===== src/rtl/config_stream_loader.sv =====
// Serial-to-word loader for the connection-block configuration chain.
// Frames are SYNC_BYTE, NUM_BLOCKS payload words, then an XOR checksum byte, all MSB-first.
module config_stream_loader #(
  parameter int         NUM_BLOCKS = 4,
  parameter logic [7:0] SYNC_BYTE  = 8'hA5
) (
  input  logic       clk,
  input  logic       reset,
  input  logic       start,
  input  logic       ser_valid,
  input  logic       ser_data,
  output logic       ser_ready,
  output logic [7:0] cfg_data,
  output logic       cfg_shift,
  output logic [7:0] word_count,
  output logic       cfg_busy,
  output logic       cfg_done,
  output logic       cfg_error
);

  localparam logic [7:0] NB = 8'(NUM_BLOCKS);

  typedef enum logic [2:0] {
    S_IDLE, S_HEADER, S_LOAD, S_CHECK, S_DONE, S_ERROR
  } state_t;

  state_t     state, state_next;
  logic [2:0] bit_cnt;
  logic [7:0] shreg;
  logic [7:0] checksum;
  logic       accept;
  logic       byte_done;
  logic       start_ok;
  logic [7:0] byte_now;

  assign accept    = ser_valid && ser_ready;
  assign byte_now  = {shreg[6:0], ser_data};
  assign byte_done = accept && (bit_cnt == 3'd7);
  assign start_ok  = start && (state == S_IDLE || state == S_DONE || state == S_ERROR);

  // NOTE: sequential state uses non-blocking assignments so every register samples pre-edge values.
  always_ff @(posedge clk) begin
    if (reset) state <= S_IDLE;
    else       state <= state_next;
  end

  always_comb begin
    // NOTE: defaulting every always_comb output first keeps unlisted paths from inferring latches.
    state_next = state;
    case (state)
      S_IDLE, S_DONE, S_ERROR:
        if (start) state_next = S_HEADER;
      S_HEADER:
        if (byte_done) state_next = (byte_now == SYNC_BYTE) ? S_LOAD : S_ERROR;
      S_LOAD:
        if (byte_done && word_count == NB - 8'd1) state_next = S_CHECK;
      S_CHECK:
        if (byte_done) state_next = (byte_now == checksum) ? S_DONE : S_ERROR;
      default:
        state_next = S_IDLE;
    endcase
  end

  always_comb begin
    ser_ready = 1'b0;
    cfg_busy  = 1'b0;
    case (state)
      S_HEADER, S_LOAD, S_CHECK: begin
        ser_ready = 1'b1;
        cfg_busy  = 1'b1;
      end
      default: ;
    endcase
  end

  always_ff @(posedge clk) begin
    if (reset) begin
      bit_cnt    <= '0;
      shreg      <= '0;
      checksum   <= '0;
      cfg_data   <= '0;
      cfg_shift  <= 1'b0;
      word_count <= '0;
      cfg_done   <= 1'b0;
      cfg_error  <= 1'b0;
    end else begin
      cfg_shift <= 1'b0;
      if (start_ok || state == S_IDLE) begin
        bit_cnt    <= '0;
        shreg      <= '0;
        checksum   <= '0;
        word_count <= '0;
        cfg_done   <= 1'b0;
        cfg_error  <= 1'b0;
      end else if (accept) begin
        // The 3-bit counter wraps to 0 on its own after the 8th bit.
        bit_cnt <= bit_cnt + 3'd1;
        shreg   <= byte_now;
        if (byte_done) begin
          case (state)
            S_HEADER:
              if (byte_now != SYNC_BYTE) cfg_error <= 1'b1;
            S_LOAD: begin
              cfg_data  <= byte_now;
              cfg_shift <= 1'b1;
              checksum  <= checksum ^ byte_now;
              if (word_count != NB) word_count <= word_count + 8'd1;
            end
            S_CHECK:
              if (byte_now == checksum) cfg_done  <= 1'b1;
              else                      cfg_error <= 1'b1;
            default: ;
          endcase
        end
      end
    end
  end

endmodule


===== config.mk =====
export PLATFORM = sky130hd
export DESIGN_NAME = config_stream_loader
export DESIGN_NICKNAME = d
export VERILOG_FILES = /design/src/rtl/config_stream_loader.sv
export SDC_FILE = /design/constraint.sdc
export NUM_CORES = 1
export LEC_CHECK = 0
export CAP_MARGIN = 10
export CORE_ASPECT_RATIO = 1.2
export CORE_MARGIN = 5
export CORE_UTILIZATION = 41
export CTS_CLUSTER_DIAMETER = 30
export CTS_CLUSTER_SIZE = 25
export DETAILED_ROUTE_END_ITERATION = 12
export GPL_TIMING_DRIVEN = 0
export PLACE_DENSITY = 0.68
export SYNTH_ARGS = -nofsm -noshare
export SYNTH_HDL_FRONTEND = slang
export SYNTH_SLANG_ARGS = --single-unit

===== constraint.sdc =====
create_clock -name clk -period 1.8 [get_ports clk]
set_input_delay 0.36 -clock clk [delete_from_list [all_inputs] [get_ports clk]]
set_output_delay 0.36 -clock clk [all_outputs]
set_load 0.02 [all_outputs]

# After elaboration in Yosys (flattened, before gate mapping)
# Index checks and enable logic that the tools add are counted.
dict set report totals {
  inputBits 5
  reg_bits 40
  output_inout_bits 21
}
dict set report op_classes {
  eq_ne 17
  n_mux 12
  bitwise_logic 4
  reduce_logical 19
  add_sub_neg 2
}
# cell count
set op_table {}
lappend op_table {{$reduce_and A4 Y1} 4}
lappend op_table {{$mux W3} 5}
lappend op_table {{$ne A2 B2 Y1 const B} 6}
lappend op_table {{$pmux W3 S4} 1}
lappend op_table {{$eq A3 B3 Y1 const B} 3}
lappend op_table {{$add A8 B1 Y8 const B} 1}
lappend op_table {{$eq A8 B2 Y1 const B} 1}
lappend op_table {{$eq A8 B8 Y1} 1}
lappend op_table {{$eq A8 B8 Y1 const B} 1}
lappend op_table {{$ne A8 B3 Y1 const B} 1}
lappend op_table {{$ne A8 B8 Y1 const B} 1}
lappend op_table {{$xor A8 B8 Y8} 1}
lappend op_table {{$eq A3 B2 Y1 const B} 2}
lappend op_table {{$reduce_or A3 Y1} 2}
lappend op_table {{$mux W1} 5}
lappend op_table {{$reduce_and A5 Y1} 1}
lappend op_table {{$logic_and A1 B1 Y1} 4}
lappend op_table {{$reduce_or A4 Y1} 1}
lappend op_table {{$add A3 B1 Y3 const B} 1}
lappend op_table {{$eq A3 B1 Y1 const B} 1}
lappend op_table {{$logic_not A3 Y1} 1}
lappend op_table {{$logic_or A1 B1 Y1} 3}
lappend op_table {{$not A1 Y1} 3}
lappend op_table {{$reduce_and A3 Y1} 1}
lappend op_table {{3 further kinds} 3}

# Depth between registers and ports, before layout
# Gate-level depths: netlist of run 1.
dict set report depth {
  ltp_word 8
  depth_mapped 7
  ltp_nobuf 6
}

# Worst setup path after synthesis of run 1
# OpenSTA, ideal clock, no wires.
dict set report synth_path {
  path_kind {register to output}
  from {reg state[2]}
  to {out ser_ready}
  t_arrival_ns 1.355
  slack_ns 0.085
  required_ns 1.440
  n_path_buf 3
  path_stages_with_launch 5
  path_cell_list {dfxtp_1 -> buf_2 -> o21ba_2 -> clkbuf_1 -> buf_4}
}
dict set report synth_between {
  elab_chain_len 3
}
# item line_no
set synth_rtl {}
lappend synth_rtl {{start, declared} 27} ;# state_t state, state_next;
lappend synth_rtl {{start signal, assigned} 44} ;# else state <= state_next;
lappend synth_rtl {{$eq A3 B2 Y1 or $eq A3 B1 Y1 (tied branches)} n/a}
lappend synth_rtl {{$reduce_or A3 Y1 (*)} n/a}
lappend synth_rtl {{$mux W1 (*)} n/a}
lappend synth_rtl {{end, declared} 12} ;# output logic ser_ready,
# Every way passes the cells marked *; elsewhere a longest branch is shown, timed or not.

# Final worst setup path of run 1
dict set report layout_path {
  from {reg word_count[4]}
  to {out word_count[4]}
}
# item line_no
set layout_lines {}
lappend layout_lines {{start, declared} 15} ;# output logic [7:0] word_count,
lappend layout_lines {{start signal, assigned} 107} ;# if (word_count != NB) word_count <= word_count + 8'd1;
# No word-level cell between the ends.

==> results of run 1 <==
==> cells by family (layout without fill, tap and decap cells) <==
logic type,after synthesis,count (layout),share of synthesized area [%]
flops,40,40,43.9
simple gates,90,90,26.3
buf+inv,17,50,4.05
xor+xnor,19,19,9.13
mux,1,1,0.549
fa+ha+maj,4,4,2.75
compound gates,40,40,13.3
==> sequential cells by signal (all words and copies together), names as in the netlist <==
signal,cells
word_count,8
checksum,8
cfg_error,1
cfg_data,8
cfg_shift,1
cfg_done,1
shreg,7
state,3
bit_cnt,3
==> cell usage in the layout (no fill, tap or decap), types with 3 or more instances in the layout <==
| cell type | instances |
|---|---|
| clkbuf_8 | 5 |
| nand3_1 | 21 |
| buf_4 | 3 |
| o31ai_1 | 4 |
| buf_2 | 4 |
| dfxtp_1 | 36 |
| a21oi_1 | 23 |
| nand2_1 | 25 |
| or3_1 | 4 |
| nor2_1 | 14 |
| dfxtp_2 | 4 |
| xnor2_1 | 9 |
| ha_1 | 4 |
| inv_1 | 6 |
| clkdlybuf4s50_1 | 22 |
| xor2_1 | 10 |
| clkbuf_1 | 3 |
==> synthesized netlist by cell type (all sizes together) <==
cell,number,area share [%]
o31ai,4,1.6
a32oi,1,0.48
and4,2,0.96
nand4,2,0.69
mux2i,1,0.55
a21o,2,0.82
nand3b,2,0.82
inv,6,1.2
nor4b,1,0.82
and2,3,1.0
xnor2,9,4.3
a22o,1,0.48
or4,2,0.82
nor2b,1,0.34
a2bb2o,1,0.55
o21ba,2,1.1
or4b,2,1.1
o21ai,4,1.1
a21oi,23,6.3
dfxtp,40,44
a221oi,1,0.48
a31oi,1,0.34
and3,1,0.34
xor2,10,4.8
nand2,27,5.7
nor2,14,2.9
nand2b,2,0.69
nand3,21,5.8
buf,6,1.8
ha,4,2.7
nor3,2,0.55
nor3b,1,1.0
or2,1,0.34
clkbuf,5,1.0
or3,4,1.4
nor4,2,1.0
==> worst min-delay path by stage <==
stage	from	end	slack [ns]	cells after the start
after floorplan	reset	state[1]	0.44	1
after global placement	cfg_data[7]	cfg_data[7]	0.45	2
after detailed placement	cfg_data[7]	cfg_data[7]	0.45	2
after CTS	cfg_data[7]	cfg_data[7]	0.46	2
after global routing	cfg_data[4]	cfg_data[4]	0.48	2
final	cfg_data[7]	cfg_data[7]	0.46	2
==> routing by layer <==
metal	up-vias	global-route usage, %
met4	0	4.96
met2	25	23.8
met3	2	3.26
met5	-	0
met1	733	17.1
li1	796	-
==> power breakdown <==
group	switching (mW)	internal (mW)	total, mW
sequential	0.0330	0.904	0.937
clock	0.306	0.411	0.717
combinational	0.225	0.158	0.384
==> final cells by class <==
class                           instances  area share (%)
Sequential cell                        40            35.2
Inverter                                6           0.983
Timing Repair Buffer                   26            11.0
Clock buffer                            6            3.17
Tap cell                               56            3.06
Buffer                                 10            3.17
Clock inverter                          2            1.53
Multi-Input combinational cell        154            41.9
==> timing repair <==
action                     CTS  global route
setup buffers                0             1
setup endpoints to repair    3            31
resized for setup           16            12
pin swaps                    0             1
==> stage by stage <==
stage	power [mW]	hold slack (ns)	util, %	worst slack, ns	area [um^2]
global placement	1.31	0.446	49.9	-0.481	2140
global route	2.13	0.482	53.4	0.000929	2290
CTS	2.03	0.458	52.8	0.00459	2270
detailed placement	1.31	0.447	49.9	-0.462	2140
finish	2.04	0.456	53.4	0.0459	2290
floorplan	1.19	0.437	-	0.0847	1820
==> impl_metrics.json, run 1 <==
{
  "status": "finished clean",
  "die_w_um": 70.9,
  "grt.overflow.total": 0,
  "slew_headroom_pct": 68.4,
  "rrSetupSlack_ns": 0.08,
  "worst_slew_pin_slew_ns": 0.470,
  "worstSetupStartpointType": "flop",
  "reg2reg_to": "word_count[6]",
  "critPathCapture": "word_count[4]",
  "cts_hold_buf": 0,
  "hp-class": "flop to flop",
  "cts_made_buffers": 5,
  "antenna_found_initial": 0,
  "clkSlewWorstSetupHoldPaths_ns": 0.08,
  "n_antenna_cell": 0,
  "ant_nets": 0,
  "portBuffers": 25,
  "ys_seq_elements": 40,
  "crit_chain": "clkdlybuf4s50_1",
  "final_nets": 252,
  "critical-path-max-stage-delay_ns": 0.65,
  "yosys_warnings": 0,
  "cts_root_buf": "clkbuf_8",
  "maxSlewViolCount": 0,
  "drt_iter0_drc": 73,
  "cts_buffer_depth": 2,
  "io_pins": 26,
  "seq_area_um2": 806,
  "power.ir.vdd_worst_mv": 0.413,
  "grt_util_all_layers_pct": 14.0,
  "crit_cells": 1,
  "start_util_pct": 42.5,
  "synth_sequential_area_ratio_pct": 43.9,
  "grt_max_degree": 13,
  "rows": 26,
  "multiInputGateArea_um2": 960,
  "reg2reg_depth": 7,
  "finalHoldViolCount": 0,
  "cp.arrival_ns": 1.39,
  "wl_met3_um": 158,
  "syn_nets": 220,
  "crit_type": "flop to output pin",
  "drv_cap": 0,
  "clkSinkCount": 40,
  "period_needed_ns": 1.75,
  "rsz0062_at_grt": "no",
  "dp_cells": 292,
  "place_hpwl_um": 2880,
  "crit_buf_inv": 1,
  "insertion_delay_ns": 0.29,
  "drt-total-wl_um": 3940,
  "htree_levels": 2,
  "routed-wl-met2_um": 2040,
  "avgSynthCellArea_um2": 8.64,
  "fin_skew_ns": 0.00254,
  "n_fill_cell": 423,
  "synthToLayoutAreaGrowth_pct": 25.7,
  "fin_tns_setup_ns": 0,
  "die-height_um": 83.0,
  "grt_pass1_wl_um": 6750,
  "coreArea_um2": 4290,
  "finalCritPeriodShare_pct": 97.5,
  "p_per_area_nw_per_um2": 889,
  "via_count": 1556,
  "setup_viol": 0,
  "critPathSlowestCell": "clkdlybuf4s50_1",
  "synth.distinct_cells": 41,
  "firstDrtPassIters": 4,
  "cts_tree": "done",
  "p_leak_nw": 0.816,
  "cp_top_family": "buffers and inverters",
  "path_max_fanout": 7,
  "gp_congestion": 0.775,
  "layoutNonFillerInstCount": 300,
  "grt_pass1_vias": 1430,
  "final_layout_size_suffix_gt1_share_pct": 11.9,
  "wl_met1_um": 1710,
  "syn_area_um2": 1820,
  "fmaxAchievable_mhz": 570,
  "routed.top_layer": "met4",
  "syn_inst": 211,
  "cp-end-kind": "output pin",
  "startpoint": "word_count[4]",
  "routedWlPerCell_um": 13.1,
  "reg2reg_from": "bit_cnt[0]",
  "dieArea_um2": 5890,
  "required_ns": 1.44,
  "viasPerCell": 5.19,
  "drc": 0
}
No activity file was read; power rests on OpenSTA's default activity.
==> run 2, diff against run 1 <==
Settings changed: ABC_AREA from default to 1.
==> run 2 against run 1 <==
Die area grew 2.9%. Setup slack gained 0.045 ns. Critical path depth is the same. Utilization shrank 2.4 points. Total power shrank 16%.
==> impl_metrics.json, run 2 <==
{
  "status": "finished clean",
  "synth_xor_area_share_pct": 2.33,
  "required_ns": 1.44,
  "cts_hold_buf": 0,
  "die-height_um": 84.2,
  "avgSynthCellArea_um2": 7.13,
  "critPathCapture": "word_count[6]",
  "n_fill_cell": 484,
  "cp.arrival_ns": 1.35,
  "cts_made_buffers": 5,
  "path_max_fanout": 5,
  "clkSinkCount": 40,
  "finalHoldViolCount": 0,
  "crit_buf_inv": 1,
  "rsz0062_at_grt": "no",
  "critical-path-max-stage-delay_ns": 0.64,
  "start_util_pct": 41.6,
  "drc": 0,
  "grt_max_degree": 19,
  "synth_top_family_by_area": "simple AND/OR/NAND/NOR gates",
  "syn_area_um2": 1880,
  "setup_viol": 0,
  "place_hpwl_um": 2980,
  "layout_common_cells": "nand2_1, dfxtp_1, a21oi_1, inv_1, o21ai_0",
  "final_nets": 304,
  "firstDrtPassIters": 4,
  "n_antenna_cell": 0,
  "dieArea_um2": 6050,
  "reg.largest.list": "cfg_data x8, checksum x8, word_count x8",
  "drt_iter0_drc": 89,
  "syn_inst": 264,
  "report.power.total_mw": 1.71,
  "synthFlopType": "dfxtp_1",
  "reg2reg_to": "word_count[2]",
  "yosysTopAreaCellShare_pct": 42.5,
  "wl_met1_um": 1890,
  "synth_edf_count": 0,
  "synth_sequential_area_ratio_pct": 42.5,
  "htree_levels": 2,
  "maxSlewViolCount": 0,
  "wl_met3_um": 177,
  "synth_fa_ha_area_share_pct": 2.66,
  "antenna_found_initial": 0,
  "grt.overflow.total": 0,
  "rrSetupSlack_ns": 0.24,
  "synth_mux_area_share_pct": 0,
  "final_core_util_pct": 50.9,
  "crit_type": "flop to output pin",
  "post-synth-top-area-cell": "dfxtp_1",
  "coreArea_um2": 4530,
  "crit_chain": "clkdlybuf4s50_1",
  "worstSetupStartpointType": "flop",
  "reg2reg_depth": 12,
  "yosys_warnings": 0,
  "fin_area_um2": 2300,
  "cts_setup_buffers": 0,
  "p_leak_nw": 0.936,
  "period_needed_ns": 1.71,
  "grt_pass1_wl_um": 6910,
  "worst_slew_pin_slew_ns": 0.439,
  "synthTopCellsByArea": "dfxtp_1, nand2_1, a21oi_1",
  "viasPerCell": 4.87,
  "crit_cells": 1,
  "reg2reg_from": "bit_cnt[0]",
  "slew_headroom_pct": 70.7,
  "cp_top_family": "buffers and inverters",
  "fin_skew_ns": 0.00609,
  "via_count": 1724,
  "drt-total-wl_um": 4040,
  "startpoint": "word_count[6]",
  "grt_pass1_vias": 1561,
  "insertion_delay_ns": 0.29,
  "synth.most_common_cell": "nand2_1",
  "ant_nets": 0,
  "syn_nets": 273,
  "synth.distinct_cells": 26,
  "final_common_cell": "nand2_1",
  "multiInputGateArea_um2": 905,
  "p_per_area_nw_per_um2": 741,
  "cp-end-kind": "output pin",
  "power.ir.vdd_worst_mv": 0.486,
  "synthTopCellsByCount": "nand2_1, dfxtp_1, a21oi_1, inv_1, o21ai_0",
  "hold_ws_ns": 0.449,
  "finalCritPeriodShare_pct": 94.9,
  "portBuffers": 25,
  "fmaxAchievable_mhz": 585,
  "seq_area_um2": 801,
  "drv_cap": 0,
  "grt_util_all_layers_pct": 14.2,
  "synth-simple-area-share_pct": 24.9,
  "clkSlewWorstSetupHoldPaths_ns": 0.08,
  "critPathSlowestCell": "clkdlybuf4s50_1",
  "io_pins": 26,
  "cts_tree": "done",
  "placedInstanceArea_um2": 2210,
  "gp_congestion": 0.833,
  "cts_buffer_depth": 2,
  "hp-class": "flop to flop",
  "die_w_um": 71.9,
  "ys_seq_elements": 40,
  "routedWlPerCell_um": 11.4,
  "final_layout_size_suffix_gt1_share_pct": 8.11,
  "rows": 27,
  "routed-wl-met2_um": 1890,
  "cts_root_buf": "clkbuf_8",
  "async_flop_share_pct": 0,
  "synth_compound_area_share_pct": 17.9,
  "synthToLayoutAreaGrowth_pct": 22.4,
  "routed.top_layer": "met4"
}
run 2: cell count changes in the layout (fill, tap and decap cells not counted), sizes merged, moves of 3 or more:
cell,change
xor2,-6
buf,-4
nand2,+44
nand3,-13
or3,-4
a21oi,+16
inv,+29
o21ai,+23
nor2,+4
and2,-3
o31ai,-4
xnor2,-8
run 2: how the worst min path moves through the flow:
stage | startpoint | endpoint | slack [ns] | cells after the start
6_report | cfg_error | cfg_error | 0.45 | 2
5_1_grt | cfg_error | cfg_error | 0.49 | 2
4_1_cts | cfg_error | cfg_error | 0.45 | 2
3_5_place_dp | cfg_error | cfg_error | 0.44 | 2
3_3_place_gp | cfg_error | cfg_error | 0.44 | 2
2_1_floorplan | reset | state[0] | 0.43 | 1
run 2: stage by stage:
stage                     setup WS, ns  setup TNS (ns)  std cells
after global placement          -0.408           -4.34        347
after floorplan                  0.366               0        264
final                           0.0911               0        354
after global routing            0.0181               0        354
after detailed placement        -0.441           -4.64        347
after CTS                       0.0281               0        354
run 2: routing by layer:
layer  up-vias  global-route usage [%]
li1        902                       -
met1       780                    17.3
met2        33                    23.5
met3         9                    3.95
met4         0                    5.30
met5         -                       0
run 2: logic make-up (layout without fill, tap and decap cells):
kind of cell | Yosys count | count (layout)
fa+ha+maj | 4 | 4
compound gates | 67 | 67
buf+inv | 44 | 76
simple gates | 104 | 104
flops | 40 | 40
xor+xnor | 5 | 5
run 2: cell type report:
cell class / count / share of cell area [%]
Multi-Input combinational cell: 180 / 39.3
Sequential cell: 40 / 34.7
Timing Repair Buffer: 25 / 10.9
Inverter: 36 / 6.13
Clock buffer: 7 / 3.75
Tap cell: 58 / 3.15
Buffer: 7 / 1.79
Clock inverter: 1 / 0.326
run 2: report_power, final:
part | leakage [nW] | internal (mW) | total, mW | switching, mW
registers | 0.322 | 0.894 | 0.903 | 0.00976
clock network | 0.0445 | 0.311 | 0.623 | 0.311
logic | 0.569 | 0.0623 | 0.183 | 0.121
run 2: repair_timing:
item	CTS	global route
pin swaps	0	0
endpoints found under the setup margin	11	13
gates resized for setup	2	3
==> run 3, diff against run 2 <==
Settings changed: CORE_MARGIN 5 to 3, CORE_UTILIZATION 41 to 40, PLACE_DENSITY 0.68 to 0.66, SLEW_MARGIN from default to 20.
==> run 3 against run 2 <==
Total power up 11%. Largest cell class unchanged. Count of clock-buffer cells in the layout unchanged. Die area down 8.0%. Sequential power about the same. Maximum frequency up 0.16%.
==> impl_metrics.json, run 3 (same netlist as run 2, synthesis figures left out) <==
{
  "crit_chain": "clkdlybuf4s50_1",
  "io_pins": 26,
  "cts_root_buf": "clkbuf_8",
  "drt_iter0_drc": 75,
  "fin_area_um2": 2340,
  "final_common_cell": "nand2_1",
  "report.power.total_mw": 1.90,
  "grt_max_degree": 13,
  "status": "finished clean",
  "path_max_fanout": 5,
  "htree_levels": 2,
  "critical-path-max-stage-delay_ns": 0.64,
  "grt_pass1_vias": 1652,
  "gp_congestion": 0.865,
  "synthToLayoutAreaGrowth_pct": 24.1,
  "critPathSlowestCell": "clkdlybuf4s50_1",
  "worst_slack_ns": 0.0939,
  "slew_headroom_pct": 69.2,
  "rrSetupSlack_ns": 0.25,
  "rsz0062_at_grt": "no",
  "die_w_um": 68.6,
  "place_hpwl_um": 3000,
  "final_core_util_pct": 53.2,
  "crit_buf_inv": 1,
  "dieArea_um2": 5570,
  "portBuffers": 25,
  "cts_buffer_depth": 2,
  "drv_cap": 0,
  "cts_setup_buffers": 0,
  "ant_nets": 0,
  "p_leak_nw": 0.969,
  "post_cts_resized": 3,
  "finalCritPeriodShare_pct": 94.8,
  "cp-end-kind": "output pin",
  "coreArea_um2": 4390,
  "grt_util_all_layers_pct": 17.3,
  "reg.largest.list": "cfg_data x8, checksum x8, word_count x8",
  "fin_tns_setup_ns": 0,
  "worst_slew_pin_slew_ns": 0.461,
  "viasPerCell": 4.86,
  "cp_top_family": "buffers and inverters",
  "final_layout_size_suffix_gt1_share_pct": 8.75,
  "insertion_delay_ns": 0.30,
  "n_antenna_cell": 0,
  "crit_type": "flop to output pin",
  "grt.overflow.total": 0,
  "rows": 26,
  "fmaxAchievable_mhz": 586,
  "fin_skew_ns": 0.00532,
  "setup_viol": 0,
  "cts_hold_buf": 0,
  "cp.arrival_ns": 1.35,
  "required_ns": 1.44,
  "worstSetupStartpointType": "flop",
  "cts_made_buffers": 5,
  "placedInstanceArea_um2": 2200,
  "finalHoldViolCount": 0,
  "layout_common_cells": "nand2_1, dfxtp_1, a21oi_1, inv_1, o21ai_0",
  "drt-total-wl_um": 4130,
  "die-height_um": 81.2,
  "grt_pass1_wl_um": 7330,
  "final_nets": 305,
  "p_per_area_nw_per_um2": 811,
  "drc": 0,
  "period_needed_ns": 1.71,
  "post-place-ws_ns": -0.461,
  "clkSlewWorstSetupHoldPaths_ns": 0.08,
  "power.ir.vdd_worst_mv": 0.422,
  "start_util_pct": 42.9,
  "routedWlPerCell_um": 11.7,
  "via_count": 1714,
  "firstDrtPassIters": 4,
  "n_fill_cell": 455,
  "hp-class": "flop to flop",
  "cts_tree": "done",
  "antenna_found_initial": 0,
  "maxSlewViolCount": 0,
  "clkSinkCount": 40
}
[run 3: cell count changes in the layout (fill, tap and decap cells not counted), sizes merged]
cell	delta
bufinv	+1
buf	+1
inv	+1
clkinvlp	-2
[run 3: path summary, 6_finish.rpt]
check,from,to,cells after the start
min reg2reg,cfg_error,cfg_error,2
max,word_count[4],word_count[4],1
max reg2reg,state[1],checksum[5],9
min,cfg_error,cfg_error,2
[run 3: per-stage QoR]
stage	instances	hold WS, ns
CTS	353	0.477
global placement	345	0.438
floorplan	264	0.429
finish	353	0.467
detailed placement	345	0.466
global route	353	0.491
[run 3: cell type report]
class	count	area (um^2)	area share (%)
multi-input combinational	180	905	38.7
sequential	40	801	34.3
timing repair buffer	25	250	10.7
inverter	36	138	5.89
clock buffer	7	96.3	4.12
tap	56	70.1	3.00
buffer	8	46.3	1.98
clock inverter	1	30.0	1.29
[run 3: where the power goes]
part | internal, mW | switching, mW
combinational | 0.0633 | 0.124
clock | 0.489 | 0.315
sequential | 0.894 | 0.00978
total | 1.45 | 0.449
[run 3: metal layers]
metal	up-vias	wire length [um]	track usage (%)
met5	-	0	0
met4	0	81	6.16
met3	8	188	5.12
met2	33	1860	27.5
met1	761	2000	21.8
li1	912	-	-
